<file path="config.mk">
export PLATFORM = sky130hd
export DESIGN_NAME = axis_adc_packer
export DESIGN_NICKNAME = d
export VERILOG_FILES = /design/src/rtl/axis_adc_packer.sv
export SDC_FILE = /design/constraint.sdc
export NUM_CORES = 1
export LEC_CHECK = 0
export BUFFER_PORTS_ARGS = -buffer_cell sky130_fd_sc_hd__buf_2
export CAP_MARGIN = 20
export CORE_UTILIZATION = 60
export CTS_CLUSTER_SIZE = 8
export DETAILED_ROUTE_END_ITERATION = 7
export GPL_TIMING_DRIVEN = 0
export PLACE_DENSITY_LB_ADDON = 0.3
export SLEW_MARGIN = 15
export SYNTH_ARGS = -nofsm -noshare
export SYNTH_HDL_FRONTEND = slang
export SYNTH_SLANG_ARGS = --single-unit
</file>
<file path="constraint.sdc">
create_clock -name clk -period 7.68 [get_ports clk]
set_input_delay 0.768 -clock clk [delete_from_list [all_inputs] [get_ports clk]]
set_output_delay 0.768 -clock clk [all_outputs]
set_load 0.03 [all_outputs]
</file>
<file path="src/rtl/axis_adc_packer.sv">
// axis_adc_packer: packs sign-extended ADC samples into LANES-wide beats,
// frames them FRAME_LEN beats per packet and queues them on an AXI-Stream
// master through a small FIFO that drops (and flags) beats when full.
// Ports:
//   clk, aresetn            clock, async active-low reset
//   adc_data_in/_valid      sample input
//   enable                  start (IDLE->RUN) / stop (RUN->DRAIN) capture
//   m_axis_tdata/tvalid/tready/tlast  AXI-Stream master
//   overflow                sticky beat-dropped flag
//   busy                    state is not IDLE
module axis_adc_packer #(
   parameter int ADC_WIDTH  = 14,
   parameter int LANE_WIDTH = 16,
   parameter int LANES      = 2,
   parameter int FIFO_DEPTH = 4,
   parameter int FRAME_LEN  = 4
) (
   input  logic                        clk,
   input  logic                        aresetn,
   input  logic [ADC_WIDTH-1:0]        adc_data_in,
   input  logic                        adc_data_valid,
   input  logic                        enable,
   output logic [LANES*LANE_WIDTH-1:0] m_axis_tdata,
   output logic                        m_axis_tvalid,
   input  logic                        m_axis_tready,
   output logic                        m_axis_tlast,
   output logic                        overflow,
   output logic                        busy
);

   localparam int DATA_W = LANES * LANE_WIDTH;
   localparam int AW     = $clog2(FIFO_DEPTH);
   localparam int LIDX_W = (LANES > 1) ? $clog2(LANES) : 1;
   localparam int CNT_W  = (FRAME_LEN > 1) ? $clog2(FRAME_LEN) : 1;

   typedef enum logic [1:0] {
      S_IDLE,
      S_RUN,
      S_DRAIN
   } state_t;

   state_t              state_q, state_d;
   logic [LIDX_W-1:0]   lane_q, lane_d;
   logic [CNT_W-1:0]    cnt_q, cnt_d;
   logic [DATA_W-1:0]   beat_q, beat_d;
   logic                overflow_q, overflow_d;
   logic [AW:0]         wr_ptr_q, wr_ptr_d;
   logic [AW:0]         rd_ptr_q, rd_ptr_d;
   logic [DATA_W-1:0]   mem_q [FIFO_DEPTH];
   logic                mem_last_q [FIFO_DEPTH];

   logic                    empty;
   logic                    full;
   logic                    pop;
   logic                    capture;
   logic                    last_lane;
   logic                    push;
   logic                    wr_last;
   logic signed [LANE_WIDTH-1:0] sample_ext;

   // pointers carry one extra wrap bit: equal -> empty, MSB differs -> full
   assign empty = (wr_ptr_q == rd_ptr_q);
   assign full  = (wr_ptr_q[AW] != rd_ptr_q[AW]) &&
                  (wr_ptr_q[AW-1:0] == rd_ptr_q[AW-1:0]);
   assign pop   = !empty && m_axis_tready;

   assign sample_ext = LANE_WIDTH'($signed(adc_data_in));

   // enable is gated in so the sample on the stop cycle is not taken
   assign capture   = (state_q == S_RUN) && enable && adc_data_valid;
   assign last_lane = (lane_q == LIDX_W'(LANES - 1));
   // a full FIFO still accepts the beat if the head leaves on this edge
   assign push      = capture && last_lane && (!full || pop);
   assign wr_last   = (cnt_q == CNT_W'(FRAME_LEN - 1));

   always_comb begin
      state_d    = state_q;
      lane_d     = lane_q;
      cnt_d      = cnt_q;
      beat_d     = beat_q;
      overflow_d = overflow_q;
      wr_ptr_d   = wr_ptr_q;
      rd_ptr_d   = rd_ptr_q;
      if (push) wr_ptr_d = wr_ptr_q + (AW+1)'(1);
      if (pop)  rd_ptr_d = rd_ptr_q + (AW+1)'(1);
      unique case (state_q)
         S_IDLE: begin
            if (enable) begin
               state_d    = S_RUN;
               overflow_d = 1'b0;
               lane_d     = '0;
               cnt_d      = '0;
            end
         end
         S_RUN: begin
            if (!enable) begin
               state_d = S_DRAIN;
               lane_d  = '0;
            end else if (adc_data_valid) begin
               for (int k = 0; k < LANES; k++) begin
                  if (lane_q == LIDX_W'(k))
                     beat_d[k*LANE_WIDTH +: LANE_WIDTH] = sample_ext;
               end
               if (last_lane) begin
                  lane_d = '0;
                  if (push)
                     cnt_d = wr_last ? '0 : cnt_q + CNT_W'(1);
                  else
                     overflow_d = 1'b1;
               end else begin
                  lane_d = lane_q + LIDX_W'(1);
               end
            end
         end
         S_DRAIN: begin
            if (empty) state_d = S_IDLE;
         end
         default: state_d = S_IDLE;
      endcase
   end

   always_ff @(posedge clk or negedge aresetn) begin
      if (!aresetn) begin
         state_q    <= S_IDLE;
         lane_q     <= '0;
         cnt_q      <= '0;
         beat_q     <= '0;
         overflow_q <= 1'b0;
         wr_ptr_q   <= '0;
         rd_ptr_q   <= '0;
      end else begin
         state_q    <= state_d;
         lane_q     <= lane_d;
         cnt_q      <= cnt_d;
         beat_q     <= beat_d;
         overflow_q <= overflow_d;
         wr_ptr_q   <= wr_ptr_d;
         rd_ptr_q   <= rd_ptr_d;
      end
   end

   // storage array needs no reset: it is only visible when non-empty
   always_ff @(posedge clk) begin
      if (push) begin
         mem_q[wr_ptr_q[AW-1:0]]      <= beat_d;
         mem_last_q[wr_ptr_q[AW-1:0]] <= wr_last;
      end
   end

   assign m_axis_tvalid = !empty;
   assign m_axis_tdata  = empty ? '0 : mem_q[rd_ptr_q[AW-1:0]];
   assign m_axis_tlast  = empty ? 1'b0 : mem_last_q[rd_ptr_q[AW-1:0]];
   assign overflow      = overflow_q;
   assign busy          = (state_q != S_IDLE);

endmodule

</file>
==> results.env, run 1 <==
FIN_SETUP_TNS_NS=0
POSTCTSHOLDBUFS=0
CRIT_SLOWEST_CELL='mux4_2'
CTS.REPORTEDPATHS.CLKPINSLEW_NS=0.06
YS_TYPES=36
REPORT.FINAL.SLEW_VIOL_COUNT=0
VIAS_PER_CELL=5.909
FINALHOLDVIOLATIONS=0
CTS_INSERTED_BUFFERS=17
MUXSHAREOFSYNTHAREA_PCT=14.44
CTS_TREE='done'
TIMING.CRITICAL_PATH.FROM_TYPE='flip-flop'
CRITPATHARRIVALTIME_NS=2.30
POST_SYNTH_MAIN_AREA_CONTRIBUTORS='edfxtp_1 57%, dfrtp_1 16%, mux4_2 11%'
WORSTSETUPENDPOINTTYPE='output port'
SYNTH_LARGEST_TYPE_AREA_FRACTION_PCT=56.91
HP-CLASS='input port to asynchronous set/reset pin'
INITIALDRTVIOLATIONCOUNT=281
WORST_R2R_ENDPOINT='mem_q[3][6]'
CELL_WITH_THE_MOST_INSTANCES_AFTER_SYNTHESIS='edfxtp_1'
GRT.TOTAL_USAGE_PCT=24.53
SEQPWRFRAC_PCT=37.4
INITIAL_CORE_UTILIZATION_PCT=62.88
RR_WORST_DEPTH=6
PWR_DENSITY_CELL_nW_PER_UM2=420.6
TIMING.REG2REG.SETUP_SLACK_NS=5.31
CLASSIFICATION_OF_THE_WORST_SETUP_PATH='flip-flop to output port'
CTSROOTBUFFERMASTER='clkbuf_16'
POST_SYNTH_INSTANCE_AREA_UM2=6965
GRT_PASS1_VIAS=3657
NFILLCELLS=654
YOSYS.AREA_SHARE.SIMPLE_PCT=7.742
YOSYSSEQAREASHARE_PCT=72.71
WORST_SLEW_MARGIN_PCT=47.08
CRIT_PATH_CELL_TRACE='buf_4, buf_2, mux4_2, and2_1, buf_2'
SYNTH-SEQ-CELLS=176
DIE_WIDTH_UM=109.7
FRACTION_OF_POWER_SPENT_SWITCHING_NETS_PCT=33.66
CLOCK_TREE.BUFFER_DEPTH=2
SLOWEST_DELAY_NS=0.58
INTERNAL-POWER_W=0.002267
DIE_AREA_UM2=12040
SYNTH_XOR_AREA_SHARE_PCT=0.8802
WORST_TRAN_PIN_VALUE_NS=0.7930
GLOBAL_ROUTE_WIRE_LENGTH_BEFORE_REPAIR_MM=19.99
POST_SYNTHESIS_COMPOUND_GATE_AREA_FRACTION_PCT=0.9161
TRITONCTS_NUM_SINKS=176
ROUTED_WIRELENGTH_MM=13.07
SYNTHESIS.INSTANCES=371
LEAKAGEPOWER_nW=3.105
PLACEABLECOREAREA_UM2=11080
LAYOUT-DRIVE-GT1-SHARE_PCT=35.50
PORTBUFFERS=54
COMB_POWER_SHARE_PCT=36.5
POWER_FRAC_CLOCK_PCT=26.1
ROUTE.DETAILED.WL_PER_INST_UM=21.72
PIN_COUNT=55
MAX_CAP_VIOLATIONS=0
GLOBALPLACE.CONGESTION=0.7888
DRT_DRC_VIOLATIONS_LEFT=0
CTS_SETUP_BUFFERS=0
FIN_WORST_SKEW_NS=0.008929
FINALSETUPVIOLCOUNT=0
ROUTE.VIAS.TOTAL=3557
PLACEMENT_ROWS=38
WORSTPATHMAXFANOUT=10
YOSYS_MOST_USED_DFF='edfxtp_1'
YS_ASYNC_SR_FRACTION_PCT=25.00
HPWL_MM=7.815
LAYOUT_MIN_CYCLE_TIME_NS=3.066
LAYOUT_SETUP_WS_NS=4.614
ACHIEVABLE-FREQUENCY_MHz=326.1
TIMING.CRITICAL_PATH.REQUIRED_NS=6.91
FINAL_MIN_PERIOD_OVER_CLOCK_PERIOD_PCT=39.93
POWER.NET_SWITCHING_W=0.001150
STATUS='finished, final reports clean'
HTREE_LEVELS=4
UNREPAIRED_SETUP_ENDPOINTS_AFTER_GLOBAL_ROUTING='false'
SYNTH_AREA_PER_CELL_UM2=18.77
POST-LAYOUT-TOTAL-POWER_W=0.003417
FINAL_UTIL_PCT=73.33
FINAL_ANTENNA_NET_COUNT=0
DRTPASS1ITERATIONS=5
WORSTSKEWPAIRLATENCY_NS=0.42
CRITICAL_PATH.REG2REG.STARTPOINT='state_q[1]'
ANTENNA_CELLS=0
SYNTH.NET_COUNT=396
SYNTH_EDF_COUNT=132
PRE_CTS_WS_NS=4.952
DIE-HEIGHT_UM=109.7
CTS-RESIZED-GATES=0
LARGEST_NET_DEGREE_AT_THE_START_OF_GLOBAL_ROUTING=45
TIMING.CRITICAL_PATH.MODE_CELL='buf_2'
IRDROPWORSTVDD_uV=244.2
YOSYS.AREA.TOP_TYPE='edfxtp_1'
NNETSFINAL=474
MAIN_COMBINATIONAL_CELL_FAMILY_BY_AREA_AFTER_SYNTHESIS='multiplexers'
ANTENNA_VIOLATIONS_BEFORE_REPAIR=0
YS_TOP_CELLS_BY_COUNT='132 x edfxtp_1, 47 x nand2_1, 44 x dfrtp_1'
SYNTHESIS.YOSYS.WARNINGS=0
GRT-OVFL-TOTAL=0
YOSYS.AREA_SHARE.ADDER_PCT=1.078
FLOW.AREA_GROWTH_FROM_SYNTHESIS_PCT=16.63
[layer usage]
metal / wire length (um) / track usage (%)
met1: 5198 / 31.26
met2: 6722 / 39.04
met3: 768 / 6.639
met4: 384 / 12.67
met5: 0 / 0
[critical path: cells and delay by family (launching register included)]
family                 cells  cell delay (ns)
and+or+nand+nor            1             0.19
DFF                        1             0.36
muxes                      1             0.58
buffers and inverters      3             0.75
[cell families (layout without fill, tap and decap cells)]
kind of cell	after synthesis	count (layout)
AO/OA/AOI/OAI	8	8
XOR/XNOR	7	7
adder cells (fa/ha/maj)	6	6
buffers and inverters	22	113
flip-flops	176	176
multiplexers	53	53
AND/OR/NAND/NOR	99	99
[area by class of cell]
class	count	area (um^2)	share of cell area, %
clock inverter	11	160.2	1.971
multi-input combinational	173	1755	21.61
tap	140	175.2	2.156
inverter	5	18.77	0.2310
clock buffer	21	450.4	5.544
buffer	17	136.4	1.679
sequential	176	5065	62.34
timing repair buffer	59	362.8	4.466
[power groups by stage]
| stage | logic (W) | registers [W] | clock network, W |
|---|---|---|---|
| 6_report | 0.00125 | 0.00128 | 0.000891 |
| 5_1_grt | 0.00134 | 0.00129 | 0.000938 |
| 4_1_cts | 0.00126 | 0.00128 | 0.000898 |
| 3_5_place_dp | 0.00125 | 0.00129 | 0 |
| 3_3_place_gp | 0.00121 | 0.00129 | 0 |
| 2_1_floorplan | 0.000936 | 0.00128 | 0 |
[flip-flops by register name (all words and copies together) (netlist names)]
| name | cells |
|---|---|
| state_q | 2 |
| wr_ptr_q | 3 |
| mem_last_q | 4 |
| beat_q | 32 |
| lane_q | 1 |
| cnt_q | 2 |
| mem_q | 128 |
| overflow | 1 |
| rd_ptr_q | 3 |
[per-stage QoR]
step	hold slack [ns]	cells	area [um^2]
after floorplan	0.4604	371	6965
after global placement	0.4763	565	7411
after detailed placement	0.4774	570	7511
after CTS	0.4931	602	8122
after global routing	0.3911	602	8124
final	0.3563	602	8124
[worst max path at each step]
stage                     slack, ns         from  depth (start not counted)         endpoint
final                          4.61  rd_ptr_q[0]                          5  m_axis_tdata[2]
after global placement         3.39       enable                          5      mem_q[3][9]
after detailed placement       4.95       enable                          6     mem_q[3][21]
after CTS                      4.55  rd_ptr_q[0]                          5  m_axis_tdata[2]
after floorplan                4.64       enable                          4    mem_last_q[3]
after global routing           4.49  rd_ptr_q[0]                          5  m_axis_tdata[2]
[cells in the final DEF, fill, tap and decap left out, drive strengths merged]
cell,count
or2,1
ha,6
o21ai,1
clkinv,6
inv,6
dfrtp,44
o31ai,1
or3,1
xnor2,3
o2bb2ai,1
nand3,1
a21oi,1
mux2,20
o31a,2
nand2,48
nor3,2
and3b,1
nor3b,2
buf,73
bufinv,4
mux4,33
nor2,4
and2,38
a31o,1
nor4b,1
xor2,4
edfxtp,132
clkbuf,24
o221ai,1
No activity file was read; power rests on OpenSTA's default activity.
==> run 2: changes to the inputs <==
Settings changed: ABC_AREA set to 1, CORE_UTILIZATION 60 to 59.
Clock period 7.68 ns to 3.18 ns, I/O delays scaled along.
==> results.env, run 2 <==
CRITPATHARRIVALTIME_NS=2.36
ROUTE.DETAILED.WL_PER_INST_UM=19.19
GLOBAL_ROUTE_WIRE_LENGTH_BEFORE_REPAIR_MM=25.32
FINAL_ANTENNA_NET_COUNT=0
PORTBUFFERS=54
POST_SYNTH_MAIN_AREA_CONTRIBUTORS='edfxtp_1 56%, dfrtp_1 15%, nand2_1 6.3%'
WORST_TRAN_PIN_VALUE_NS=0.7013
POST_SYNTH_INSTANCE_AREA_UM2=7113
VIAS_PER_CELL=5.705
POWER_FRAC_CLOCK_PCT=23.4
SEQPWRFRAC_PCT=35.4
ROUTED_WIRELENGTH_MM=16.06
CLASSIFICATION_OF_THE_WORST_SETUP_PATH='flip-flop to output port'
HPWL_MM=9.861
SYNTH-SEQ-CELLS=176
GRT_PASS1_VIAS=4896
HP-CLASS='input port to flip-flop'
ACHIEVABLE-FREQUENCY_MHz=372.7
GRT.TOTAL_USAGE_PCT=27.61
LAYOUT-DRIVE-GT1-SHARE_PCT=19.16
COMB_POWER_SHARE_PCT=41.1
SYNTH.NET_COUNT=627
YS_ASYNC_SR_FRACTION_PCT=25.00
FIN_WORST_SKEW_NS=0.006799
COMMONEST_CELLS_AFTER_ROUTING_FILL_AND_TAPS_ASIDE='132 x edfxtp_1, 120 x nand2_1, 68 x nor2_1'
CTS-RESIZED-GATES=0
GRT-OVFL-TOTAL=0
YS_TYPES=27
POST-LAYOUT-TOTAL-POWER_W=0.008850
LEAKAGEPOWER_nW=3.517
CTS_TREE='done'
DIE_AREA_UM2=12500
CTS_SETUP_BUFFERS=0
CELL_WITH_THE_MOST_INSTANCES_AFTER_SYNTHESIS='edfxtp_1'
CTS_INSERTED_BUFFERS=17
SYNTH_LARGEST_TYPE_AREA_FRACTION_PCT=55.73
LARGEST_NET_DEGREE_AT_THE_START_OF_GLOBAL_ROUTING=45
ANTENNA_CELLS=0
POSTCTSHOLDBUFS=0
STATUS='complete, but fails checks'
WORST_SLEW_MARGIN_PCT=53.14
SYNTH_EDF_COUNT=132
INITIAL_CORE_UTILIZATION_PCT=61.51
YOSYS_MOST_USED_DFF='edfxtp_1'
WORSTPATHMAXFANOUT=10
LARGEST_REGISTER_FF_COUNT=128
FRACTION_OF_POWER_SPENT_SWITCHING_NETS_PCT=40.96
UNREPAIRED_SETUP_ENDPOINTS_AFTER_GLOBAL_ROUTING='false'
LAYOUT_MIN_CYCLE_TIME_NS=2.683
ROUTE.VIAS.TOTAL=4775
FINAL.HOLD.WORST_SLACK_NS=0.1843
HTREE_LEVELS=4
REPORT.FINAL.SLEW_VIOL_COUNT=0
MIN_FROM='adc_data_valid'
SYNTHESIS.INSTANCES=602
TIMING.CRITICAL_PATH.REQUIRED_NS=2.86
ANTENNA_VIOLATIONS_BEFORE_REPAIR=0
POWER.NET_SWITCHING_W=0.003625
NFILLCELLS=765
DIE-HEIGHT_UM=111.8
FINALHOLDVIOLATIONS=0
WORSTSETUPENDPOINTTYPE='output port'
SYNTHESIS.YOSYS.WARNINGS=0
CTS.REPORTEDPATHS.CLKPINSLEW_NS=0.06
YOSYSSEQAREASHARE_PCT=71.20
TIMING.REG2REG.SETUP_SLACK_NS=0.94
YS_TOP_CELLS_BY_COUNT='132 x edfxtp_1, 120 x nand2_1, 71 x nor2_1'
IRDROPWORSTVDD_uV=718.3
SYNTH_AREA_PER_CELL_UM2=11.82
PIN_COUNT=55
HOLD-PATH-CELL-COUNT=3
FINAL_MIN_PERIOD_OVER_CLOCK_PERIOD_PCT=84.37
WORSTSKEWPAIRLATENCY_NS=0.42
DRTPASS1ITERATIONS=8
FLOW.AREA_GROWTH_FROM_SYNTHESIS_PCT=16.87
MAX_CAP_VIOLATIONS=0
LAYOUT.CELLS.MOST_COMMON='edfxtp_1'
PLACEABLECOREAREA_UM2=11560
RR_WORST_DEPTH=8
INTERNAL-POWER_W=0.005225
VIOLATED_CHECKS='design-rule violations'
DIE_WIDTH_UM=111.8
GLOBALPLACE.CONGESTION=0.7687
HOLDPATHEND='lane_q'
DRT_DRC_VIOLATIONS_LEFT=5
PWR_DENSITY_CELL_nW_PER_UM2=1065
TIMING.CRITICAL_PATH.FROM_TYPE='flip-flop'
PLACEMENT_ROWS=39
CLOCK_TREE.BUFFER_DEPTH=2
NNETSFINAL=706
INITIALDRTVIOLATIONCOUNT=365
CTSROOTBUFFERMASTER='clkbuf_16'
YOSYS.AREA.TOP_TYPE='edfxtp_1'
WORST_R2R_ENDPOINT='mem_q[1][23]'
TRITONCTS_NUM_SINKS=176
CRITICAL_PATH.REG2REG.STARTPOINT='rd_ptr_q[1]'
FINALSETUPVIOLCOUNT=0
-- run 2: changes by cell type after synthesis, sizes merged, moves of 3 or more --
| cell | change |
|---|---|
| inv | +55 |
| o22ai | +33 |
| nand3 | +3 |
| clkbuf | +8 |
| and2 | -38 |
| nor2 | +71 |
| mux2 | -20 |
| o21ai | +83 |
| nand2 | +83 |
| xnor2 | -3 |
| mux4 | -33 |
-- run 2: worst max-delay path by stage --
stage	cells past startpoint	to	slack, ns	from
floorplan	5	mem_last_q[0]	0.41	state_q[1]
detailed placement	8	mem_q[1][20]	0.94	rd_ptr_q[1]
global route	7	m_axis_tdata[26]	0.30	rd_ptr_q[1]
finish	7	m_axis_tdata[26]	0.50	rd_ptr_q[1]
CTS	7	m_axis_tdata[26]	0.52	rd_ptr_q[1]
global placement	7	mem_q[0][20]	-0.88	rd_ptr_q[1]
-- run 2: through the flow --
stage                     setup TNS [ns]  setup WS (ns)  instance area [um^2]  util (%)  instances
after global placement            -83.91        -0.8791                  7562     65.39        799
after floorplan                        0         0.4133                  7113         -        602
after detailed placement               0         0.9350                  7692     66.52        803
final                                  0         0.4971                  8313     71.88        837
after CTS                              0         0.5204                  8283     71.62        835
after global routing                   0         0.3003                  8313     71.88        837
-- run 2: cell type report --
cell class                      instances  area, um^2  area share [%]
Inverter                               60       225.2           2.709
Timing Repair Buffer                   60       402.9           4.846
Sequential cell                       176        5065           60.93
Multi-Input combinational cell        339        1698           20.42
Buffer                                 27       152.6           1.836
Clock inverter                         10       136.4           1.641
Tap cell                              143       178.9           2.152
Clock buffer                           22       454.2           5.464
-- run 2: power by group through the flow --
| stage | combinational (W) | sequential (W) | clock, W |
|---|---|---|---|
| 3_3_place_gp | 0.00345 | 0.00316 | 0 |
| 4_1_cts | 0.00363 | 0.00313 | 0.00207 |
| 2_1_floorplan | 0.00251 | 0.00314 | 0 |
| 5_1_grt | 0.00396 | 0.00316 | 0.00218 |
| 3_5_place_dp | 0.00358 | 0.00317 | 0 |
| 6_report | 0.00364 | 0.00314 | 0.00207 |
-- run 2: cell families (layout without fill, tap and decap cells) --
kind of cell	after synthesis	count (layout)	synth area share (%)
AND/OR/NAND/NOR	211	211	12.70
flip-flops	176	176	71.20
AO/OA/AOI/OAI	120	120	9.481
buffers and inverters	87	179	5.312
adder cells (fa/ha/maj)	6	6	1.055
XOR/XNOR	2	2	0.2463
-- run 2: critical path, stage by stage (launching register included) --
cell,delay (ns)
dfrtp_1,0.52
inv_2,0.21
clkbuf_1,0.48
o21ai_0,0.21
o22ai_1,0.21
nand2_1,0.07
inv_1,0.05
buf_2,0.18
-- run 2: routing by layer --
layer / GRT usage, % / vias up / share of wire [%]
li1: - / 2209 / -
met1: 34.33 / 2326 / 39
met2: 46.63 / 220 / 52
met3: 5.825 / 20 / 7.3
met4: 12.79 / 0 / 1.2
met5: 0 / - / 0
==> run 3: changes to the inputs <==
Settings changed: ABC_AREA 1 to 0.
Clock period 3.18 ns to 2.8 ns, I/O delays scaled along.
==> results.env, run 3 (synthesis gave the netlist of run 1 again) <==
GRT_BUSIEST_LAYER='met2'
CTS-RESIZED-GATES=0
REGAREA_UM2=5065
FLOW.AREA_GROWTH_FROM_SYNTHESIS_PCT=16.81
ANTENNA_CELLS=0
SLOWEST_DELAY_NS=0.56
NFILLCELLS=729
FINALHOLDVIOLATIONS=0
LEAKAGEPOWER_nW=3.104
TRITONCTS_NUM_SINKS=176
IRDROPWORSTVDD_uV=692.4
COMB_POWER_SHARE_PCT=36.6
MAX_CAP_VIOLATIONS=0
PWR_DENSITY_CELL_nW_PER_UM2=1149
ANTENNA_VIOLATIONS_BEFORE_REPAIR=0
CTS_INSERTED_BUFFERS=17
DIE-HEIGHT_UM=110.7
GRT.TOTAL_USAGE_PCT=23.52
DIE_WIDTH_UM=110.7
HTREE_LEVELS=4
FINALSETUPVIOLCOUNT=0
COMMONEST_CELLS_AFTER_ROUTING_FILL_AND_TAPS_ASIDE='132 x edfxtp_1, 59 x buf_2, 47 x nand2_1'
ACHIEVABLE-FREQUENCY_MHz=376.9
CRIT_PATH_CELL_TRACE='buf_4, buf_2, mux4_2, and2_1, buf_2'
LAYOUT_MIN_CYCLE_TIME_NS=2.653
CTS_SETUP_BUFFERS=0
WORSTSETUPENDPOINTTYPE='output port'
LAYOUT.CELLS.MOST_COMMON='edfxtp_1'
POWER_FRAC_CLOCK_PCT=25.8
STATUS='finished, final reports clean'
MULTI_INPUT_GATE_AREA_IN_THE_FINAL_LAYOUT_UM2=1755
PLACE_AREA_UM2=7515
INTERNAL-POWER_W=0.006121
WORST_TRAN_PIN_VALUE_NS=0.8671
CRIT_SLOWEST_CELL='mux4_2'
INITIALDRTVIOLATIONCOUNT=184
ROUTE.DETAILED.WL_PER_INST_UM=21.78
LAYOUT-DRIVE-GT1-SHARE_PCT=36.50
REPORT.FINAL.SLEW_VIOL_COUNT=0
DRTPASS1ITERATIONS=4
CTS_TREE='done'
GLOBALPLACE.CONGESTION=0.7271
PIN_COUNT=55
WORSTSKEWPAIRLATENCY_NS=0.42
GRT.MET2_USAGE_PCT=38.34
PRE_CTS_WS_NS=0.2178
HP-CLASS='input port to flip-flop'
DRT_DRC_VIOLATIONS_LEFT=0
PLACEMENT_ROWS=39
SEQPWRFRAC_PCT=37.5
POSTCTSHOLDBUFS=0
LAYOUT_SETUP_WS_NS=0.1470
FRACTION_OF_POWER_SPENT_SWITCHING_NETS_PCT=34.54
PLACEABLECOREAREA_UM2=11470
INITIAL_CORE_UTILIZATION_PCT=60.74
CTSROOTBUFFERMASTER='clkbuf_16'
PORTBUFFERS=54
POWER.NET_SWITCHING_W=0.003230
GROUTE.LAYER.MET1.USAGE_PCT=31.50
MET3_USAGE_PCT=4.483
FINAL_ANTENNA_NET_COUNT=0
CLASSIFICATION_OF_THE_WORST_SETUP_PATH='flip-flop to output port'
VIAS_PER_CELL=5.744
WORSTPATHMAXFANOUT=10
LARGEST_REGISTER_FF_COUNT=128
TIMING.CRITICAL_PATH.MODE_CELL='buf_2'
CLOCK_TREE.BUFFER_DEPTH=2
FIN_AREA_UM2=8137
HPWL_MM=7.979
GRT-OVFL-TOTAL=0
UNREPAIRED_SETUP_ENDPOINTS_AFTER_GLOBAL_ROUTING='false'
TIMING.CRITICAL_PATH.FROM_TYPE='flip-flop'
LARGEST_NET_DEGREE_AT_THE_START_OF_GLOBAL_ROUTING=45
FINAL.HOLD.WORST_SLACK_NS=0.1472
TIMING.CRITICAL_PATH.REQUIRED_NS=2.52
GRT_PASS1_VIAS=3673
DIE_AREA_UM2=12240
ROUTED_WIRELENGTH_MM=13.20
GLOBAL_ROUTE_WIRE_LENGTH_BEFORE_REPAIR_MM=20.77
FINAL_MIN_PERIOD_OVER_CLOCK_PERIOD_PCT=94.75
CRITPATHARRIVALTIME_NS=2.37
CTS.REPORTEDPATHS.CLKPINSLEW_NS=0.06
NNETSFINAL=475
FIN_WORST_SKEW_NS=0.006545
WORST_SLEW_MARGIN_PCT=42.13
ROUTE.VIAS.TOTAL=3481
-- run 3: cell types whose count changed in the layout (fill, tap and decap cells not counted), moves of 6 or more --
cell,change
o21ai_0,-66
and2_1,+34
o21ai_1,-10
buf_2,-6
o22ai_1,-33
mux2_4,+10
o21ai_2,-7
nand2_1,-73
clkbuf_1,-12
mux2_2,+9
nor2_1,-65
mux4_2,+33
inv_1,-50
-- run 3: path summary, 6_finish.rpt --
path                                      from              end  slack, ns  cells after the start
worst max-delay path               rd_ptr_q[0]  m_axis_tdata[2]       0.15                      5
worst min-delay path            adc_data_in[8]        beat_q[8]       0.15                      2
worst max register to register      state_q[1]     mem_q[3][11]       0.22                      7
worst min register to register     wr_ptr_q[2]      wr_ptr_q[2]       0.49                      1
max in group asynchronous              aresetn       beat_q[12]       1.96                      2
min in group asynchronous              aresetn       beat_q[25]       0.41                      2
-- run 3: layer usage --
metal	part of all wire, %	vias up
met5	0	-
met4	1.9	0
met3	3.9	24
met2	52	107
met1	42	1791
li1	-	1559
-- run 3: final cells by class --
cell class / instances / share of cell area [%]
sequential: 176 / 62.25
inverter: 5 / 0.2307
tap: 143 / 2.199
buffer: 17 / 1.676
multi-input combinational: 173 / 21.57
clock inverter: 15 / 2.260
clock buffer: 17 / 5.228
timing repair buffer: 60 / 4.583
-- run 3: power groups by stage --
stage,clock network [W],logic (W),registers [W]
2_1_floorplan,0,0.00257,0.00351
3_3_place_gp,0,0.00334,0.00353
3_5_place_dp,0,0.00344,0.00355
4_1_cts,0.00243,0.00348,0.00351
5_1_grt,0.00254,0.00367,0.00353
6_report,0.00242,0.00343,0.00351
-- run 3: worst max-delay path: cells and delay by family, from the launching register on --
kind	cells	cell delay [ns]
buffers and inverters	3	0.80
muxes	1	0.56
DFF	1	0.40
and+or+nand+nor	1	0.19
-- run 3: stage by stage --
stage	std cells	TNS [ns]	total power [W]	utilization, %
final	606	0	0.009352	70.95
after global routing	606	0	0.009743	70.95
after CTS	605	0	0.009416	70.85
after detailed placement	573	0	0.006986	65.53
after global placement	568	-33.94	0.006865	64.71
after floorplan	371	0	0.006087	-
